$ cat config.mk
export PLATFORM = sky130hd
export DESIGN_NAME = data_mem_responder
export DESIGN_NICKNAME = d
export VERILOG_FILES = /design/src/rtl/instr_pack.sv /design/src/rtl/data_mem_array.sv /design/src/rtl/data_mem_responder.sv
export SDC_FILE = /design/constraint.sdc
export NUM_CORES = 2
export LEC_CHECK = 0
export ABC_AREA = 0
export CORE_MARGIN = 2
export CORE_UTILIZATION = 35
export DETAILED_ROUTE_END_ITERATION = 7
export DONT_BUFFER_PORTS = 1
export GPL_TIMING_DRIVEN = 0
export PLACE_DENSITY = 0.56
export REMOVE_ABC_BUFFERS = 1
export SYNTH_ARGS = -nofsm -noshare
export SYNTH_HDL_FRONTEND = slang
export SYNTH_SLANG_ARGS = --single-unit
$ cat constraint.sdc
create_clock -name clk -period 6.1 [get_ports clk]
set_input_delay 0.305 -clock clk [delete_from_list [all_inputs] [get_ports clk]]
set_output_delay 0.305 -clock clk [all_outputs]
set_load 0.05 [all_outputs]
$ cat src/rtl/instr_pack.sv
// Shared types for the core's load/store data path.
// Holds the responder FSM encoding and the data byte width.
package instr_pack;

  localparam int DATA_W = 8;

  typedef enum logic [1:0] {
    MEM_IDLE,
    MEM_WAIT,
    MEM_RESP
  } mem_state_e;

endpackage

$ cat src/rtl/data_mem_array.sv
// Synchronous single-port byte RAM behind the data memory responder.
// There is no reset, and the read register only updates when re is high.
module data_mem_array
  import instr_pack::*;
#(
  parameter int DEPTH = 256,
  parameter int IDX_W = 8
) (
  input  logic              clk,
  input  logic              we,
  input  logic              re,
  input  logic [IDX_W-1:0]  addr,
  input  logic [DATA_W-1:0] wdata,
  output logic [DATA_W-1:0] rdata
);

  logic [DATA_W-1:0] mem [DEPTH];

  always_ff @(posedge clk) begin
    if (we) mem[addr] <= wdata;
    if (re) rdata <= mem[addr];
  end

endmodule

$ cat src/rtl/data_mem_responder.sv
// Responder for core loads and stores. It takes one request at a time and holds it
// for a fixed latency. It then accesses the byte RAM and pulses a one-cycle response.
module data_mem_responder
  import instr_pack::*;
#(
  parameter int ADDR_W = 8,
  parameter int DEPTH  = 256,
  parameter int RD_LAT = 2,
  parameter int WR_LAT = 1
) (
  input  logic              clk,
  input  logic              rst_n,
  input  logic              req_valid,
  input  logic              req_we,
  input  logic [ADDR_W-1:0] req_addr,
  input  logic [DATA_W-1:0] req_wdata,
  output logic              req_ready,
  output logic              rsp_valid,
  output logic [DATA_W-1:0] rsp_rdata,
  output logic              rsp_err,
  output logic              stall
);

  localparam int MAX_LAT = (RD_LAT > WR_LAT) ? RD_LAT : WR_LAT;
  localparam int CNT_W   = $clog2(MAX_LAT + 1);
  localparam int IDX_W   = (DEPTH > 1) ? $clog2(DEPTH) : 1;
  localparam logic [ADDR_W:0]  DEPTH_L = (ADDR_W + 1)'(DEPTH);
  localparam logic [CNT_W-1:0] RD_CNT  = CNT_W'(RD_LAT - 1);
  localparam logic [CNT_W-1:0] WR_CNT  = CNT_W'(WR_LAT - 1);
  localparam logic [CNT_W-1:0] CNT_ONE = CNT_W'(1);

  mem_state_e        state_q, state_d;
  logic [CNT_W-1:0]  cnt_q, cnt_d;
  logic              we_q, we_d;
  logic [ADDR_W-1:0] addr_q, addr_d;
  logic [DATA_W-1:0] wdata_q, wdata_d;
  logic              err_q, err_d;
  logic              rdRam_q, rdRam_d;

  logic              access;
  logic              accWe;
  logic              inRange;
  logic [ADDR_W-1:0] accAddr;
  logic [DATA_W-1:0] accWdata;
  logic              ramWe;
  logic              ramRe;
  logic [DATA_W-1:0] ramRdata;

  // A latency of 1 accesses at the accept edge, so the access takes its operands from the live request.
  always_comb begin
    state_d  = state_q;
    cnt_d    = cnt_q;
    we_d     = we_q;
    addr_d   = addr_q;
    wdata_d  = wdata_q;
    err_d    = err_q;
    rdRam_d  = rdRam_q;
    access   = 1'b0;
    accWe    = we_q;
    accAddr  = addr_q;
    accWdata = wdata_q;

    case (state_q)
      MEM_IDLE: begin
        if (req_valid) begin
          we_d     = req_we;
          addr_d   = req_addr;
          wdata_d  = req_wdata;
          accWe    = req_we;
          accAddr  = req_addr;
          accWdata = req_wdata;
          if ((req_we ? WR_LAT : RD_LAT) == 1) begin
            access  = 1'b1;
            state_d = MEM_RESP;
          end else begin
            cnt_d   = req_we ? WR_CNT : RD_CNT;
            state_d = MEM_WAIT;
          end
        end
      end
      MEM_WAIT: begin
        if (cnt_q == CNT_ONE) begin
          access  = 1'b1;
          state_d = MEM_RESP;
        end else begin
          cnt_d = cnt_q - CNT_ONE;
        end
      end
      MEM_RESP: state_d = MEM_IDLE;
      default:  state_d = MEM_IDLE;
    endcase

    inRange = ({1'b0, accAddr} < DEPTH_L);
    if (access) begin
      err_d = !inRange;
      if (!accWe) rdRam_d = inRange;
    end
    ramWe = rst_n && access && accWe && inRange;
    ramRe = rst_n && access && !accWe && inRange;
  end

  always_ff @(posedge clk or negedge rst_n) begin
    if (!rst_n) begin
      state_q <= MEM_IDLE;
      cnt_q   <= '0;
      we_q    <= 1'b0;
      addr_q  <= '0;
      wdata_q <= '0;
      err_q   <= 1'b0;
      rdRam_q <= 1'b0;
    end else begin
      state_q <= state_d;
      cnt_q   <= cnt_d;
      we_q    <= we_d;
      addr_q  <= addr_d;
      wdata_q <= wdata_d;
      err_q   <= err_d;
      rdRam_q <= rdRam_d;
    end
  end

  data_mem_array #(
    .DEPTH (DEPTH),
    .IDX_W (IDX_W)
  ) u_array (
    .clk   (clk),
    .we    (ramWe),
    .re    (ramRe),
    .addr  (accAddr[IDX_W-1:0]),
    .wdata (accWdata),
    .rdata (ramRdata)
  );

  // Zero covers both the post-reset value and an out-of-range load; stores leave the select alone.
  assign rsp_rdata = rdRam_q ? ramRdata : '0;
  assign req_ready = (state_q == MEM_IDLE);
  assign stall     = (state_q != MEM_IDLE);
  assign rsp_valid = (state_q == MEM_RESP);
  assign rsp_err   = rsp_valid && err_q;

endmodule

==> results.md <==
* Cell class contributing the biggest share of worst-path delay: buffers and inverters
* Post-Syn Area at about 0.082 mm2
* Share of cells above drive strength 1 at around 8.0%
* Die width at slightly below 500 um
* Fill cells at between 20,000 and 25,000
* Max incr delay on CP at 0.73 ns
* Final Setup Violations at 0
* Fmax at 0.1685 GHz
* Leakage at 30.44 nW
* Number of distinct library cells after synthesis at 50
* Overall power at between 40 and 50 mW
* PwrDens at between 500 and 600 mW/mm2
* #FFs+latches synth at 2,078
* Syn Area/Cell at between 10 and 15 um2
* Mapped Cells at between 5,000 and 6,000
* Slowest-stage cell, CP: a222oi_1
* Buffer and inverter count on the worst path at 11
* Vias per cell at ~5.5
* Clk Latency, worst-skew pair at between 0.8 and 0.9 ns
* First-pass GRT wire length at roughly 330,000 um
* Largest net degree at the start of global routing at about 170
* Die area at about 0.24 mm2
* Final min period at 5.933 ns
* Commonest non-fill, non-tap cell in the layout: edfxtp_1
* Placement Cell Area at between 0.08 and 0.09 mm2
* Post-synth EDFFs at between 2,000 and 2,500
* Final Cycle Share at a little over nine tenths
* Min-delay src: req_wdata[5]
* Syn. warnings at 0
* Flip-flop and latch area at a little over 0.06 mm2
* Clk_skew at 0.03493 ns
* Max Cap Viol at 0
* Ys async rst share at under 10%
* Setup_tns at 0 ns
* CTS H-tree depth at 4
* Most common cell on crit path: buf_16
* CTS Buf Count at ~210
* Routed vias at just over 50,000
* Slew Viols, Final at 0
* Status: complete, no violations
* IO Pins at 32
* Initial antenna violation count at 12
* CP required at roughly 6.7 ns
* Biggest area consumer among synthesized cells: edfxtp_1
* Max VDD drop at approximately 1.1 mV
* DP Wirelength at 136,100 um
* Worst min path class: in -> reg
* Final core area utilization at roughly two fifths
* Cell area after layout at approximately 0.094 mm2
* # rows at roughly 180
* Hold Fails Final Rpt at 0
* Area Overhead vs Synth at 14.62%
* Vias in the first global route at between 40,000 and 50,000
* Leading post-synthesis cells by cell area: edfxtp_1 (75%), nand2_1 (7.2%), nand3_1 (2.9%)
* Worst reg2reg startpoint: state_q[0]
* Crit path from: state_q[0]
* Nets at 5,970
* CTS sink count at 2,078
* Gr usage total at about a fifth
* Multi-input logic area at 0.01801 mm2
* Worst Setup Path Type: reg -> reg
* Antenna Violating Nets Remaining at 0
* Routed wire length at roughly 230,000 um
* Initial DRC Count at 5,829
* Slew @ Worst Pin at 1.401 ns
* Starting density of the core at 35.19%
* RSZ-0062 raised after global routing: no
* Clock Root Buffer: clkbuf_16
* CTS tree: built
* GR Overflow Total at 0
* Worst EP arrival at about 6.5 ns
* Die span in y at 487.5 um
* Max-slew headroom at 6.368%
* First-pass DRT Iterations at 6
* Crit start category: register
* Core ar. at approximately 0.23 mm2
* Crit end category: register
* CP max FO at 95
* I/O Buffers at 0
* Synth top area share at 75.45%
* Main flop type after synthesis: edfxtp_1
* Clk buf depth at 3
* DR WL/cell at about 25 um
* Seq/Total Area, Yosys at 76.13%
* Clock-pin slew on the worst setup and hold paths at roughly 0.060 ns
* Worst-path cell chain: or3b_4 -> a21oi_4 -> buf_16 -> buf_16 -> buf_12 -> buf_12 -> buf_16 -> buf_16 -> buf_16 -> inv_16 -> buf_16 -> buf_16 -> bufbuf_16 -> nand2_1 -> nand3_1 -> a32oi_2 -> nand4_1 -> a222oi_1 -> nand4_1
* Most frequent cells in the layout: edfxtp_1 (2,056), nand2_1 (1,548), nand3_1 (473), a21oi_1 (287), nor2_1 (270)
* GPL Wtd Cong at approximately 0.80
* Drt drc at 0
-- synth_stat cells, drive strengths merged (46+ instances only) --
master	number
a22oi	46
a21oi	294
nand3	475
edfxtp	2056
nand2	1577
a221oi	82
a31oi	147
a32oi	69
nor2	298
clkbuf	178
buf	218
nand4	139
mux2i	201
-- power breakdown --
part	switching, mW	internal [mW]	leakage, nW
combinational	12.5	4.66	8.45
clock	5.41	6.76	3.11
sequential	0.0972	18.2	18.9
-- flip-flops by register name, summed over array words and instances, names as in the netlist --
signal and cells:
wdata_q 8, addr_q 8, u_array.mem 2048, u_array.rdata 8, we_q 1, rdRam_q 1, cnt_q 2, state_q 2
-- cells by family (layout without fill, tap and decap cells) --
kind of cell             Yosys count  in the layout  share of synthesized area (%)
AND/OR/NAND/NOR                 2529           2531                          12.90
AO/OA/AOI/OAI                    752            753                          6.127
buffers and inverters            427            548                          2.318
adder cells (fa/ha/maj)            1              1                        0.01529
flip-flops                      2078           2078                          76.13
multiplexers                     203            203                          2.505
other                              1              4                       0.004583
-- final timing paths --
check	endpoint	slack, ns	cells after the start
worst min-delay path	wdata_q[5]	0.09	2
worst min register to register	cnt_q[1]	0.56	2
min in group asynchronous	addr_q[2]	0.59	4
worst max-delay path	u_array.rdata[7]	0.17	19
max in group asynchronous	addr_q[0]	5.32	4
worst max register to register	u_array.rdata[7]	0.17	19
-- per-stage QoR --
stage	hold slack (ns)	setup slack (ns)	cells
after detailed placement	0.01014	-2.684	8755
after CTS	0.03915	0.07245	9157
after floorplan	0.009409	-27.41	5595
after global placement	0.01007	-74.36	8638
final	0.08680	0.1665	9161
after global routing	0.07422	0.003097	9160
-- what timing repair did --
action / CTS / global route
setup buffers: 3 / 0
endpoints found under the setup margin: 1033 / 88
gates resized for setup: 34 / 13
cloned: 13 / 1
endpoints found under the hold margin: 38 / 0
pin swaps: 15 / 7
hold buffers: 10 / 0
-- area by class of cell --
cell class              count  share of cell area, %
repair buffers            139                  3.343
inverters                  31                 0.1494
multi-input cells        3489                  19.20
clock buffers             272                  5.897
flip-flops and latches   2078                  66.42
well taps                3043                  4.060
clock inverters           105                 0.9152
diodes                      3               0.008004
repair inverters            1               0.009339
-- per-layer routing --
layer | track usage (%) | vias to the layer above | routed length [um]
met5 | 0 | - | 0
met4 | 6.261 | 0 | 7557
met3 | 3.053 | 366 | 18360
met2 | 29.01 | 2099 | 104600
met1 | 27.53 | 25596 | 100500
li1 | - | 22311 | -
-- worst reg2reg max path: stages, from the launching register on --
cell and delay (ns):
dfrtp_2 0.49, or3b_4 0.46, a21oi_4 0.21, buf_16 0.22, buf_16 0.23, buf_12 0.25, buf_12 0.24, buf_16 0.20
buf_16 0.19, buf_16 0.23, inv_16 0.18, buf_16 0.25, buf_16 0.24, bufbuf_16 0.53, nand2_1 0.14, nand3_1 0.09
a32oi_2 0.33, nand4_1 0.27, a222oi_1 0.73, nand4_1 0.15
Power figures use the tool's default switching activity.
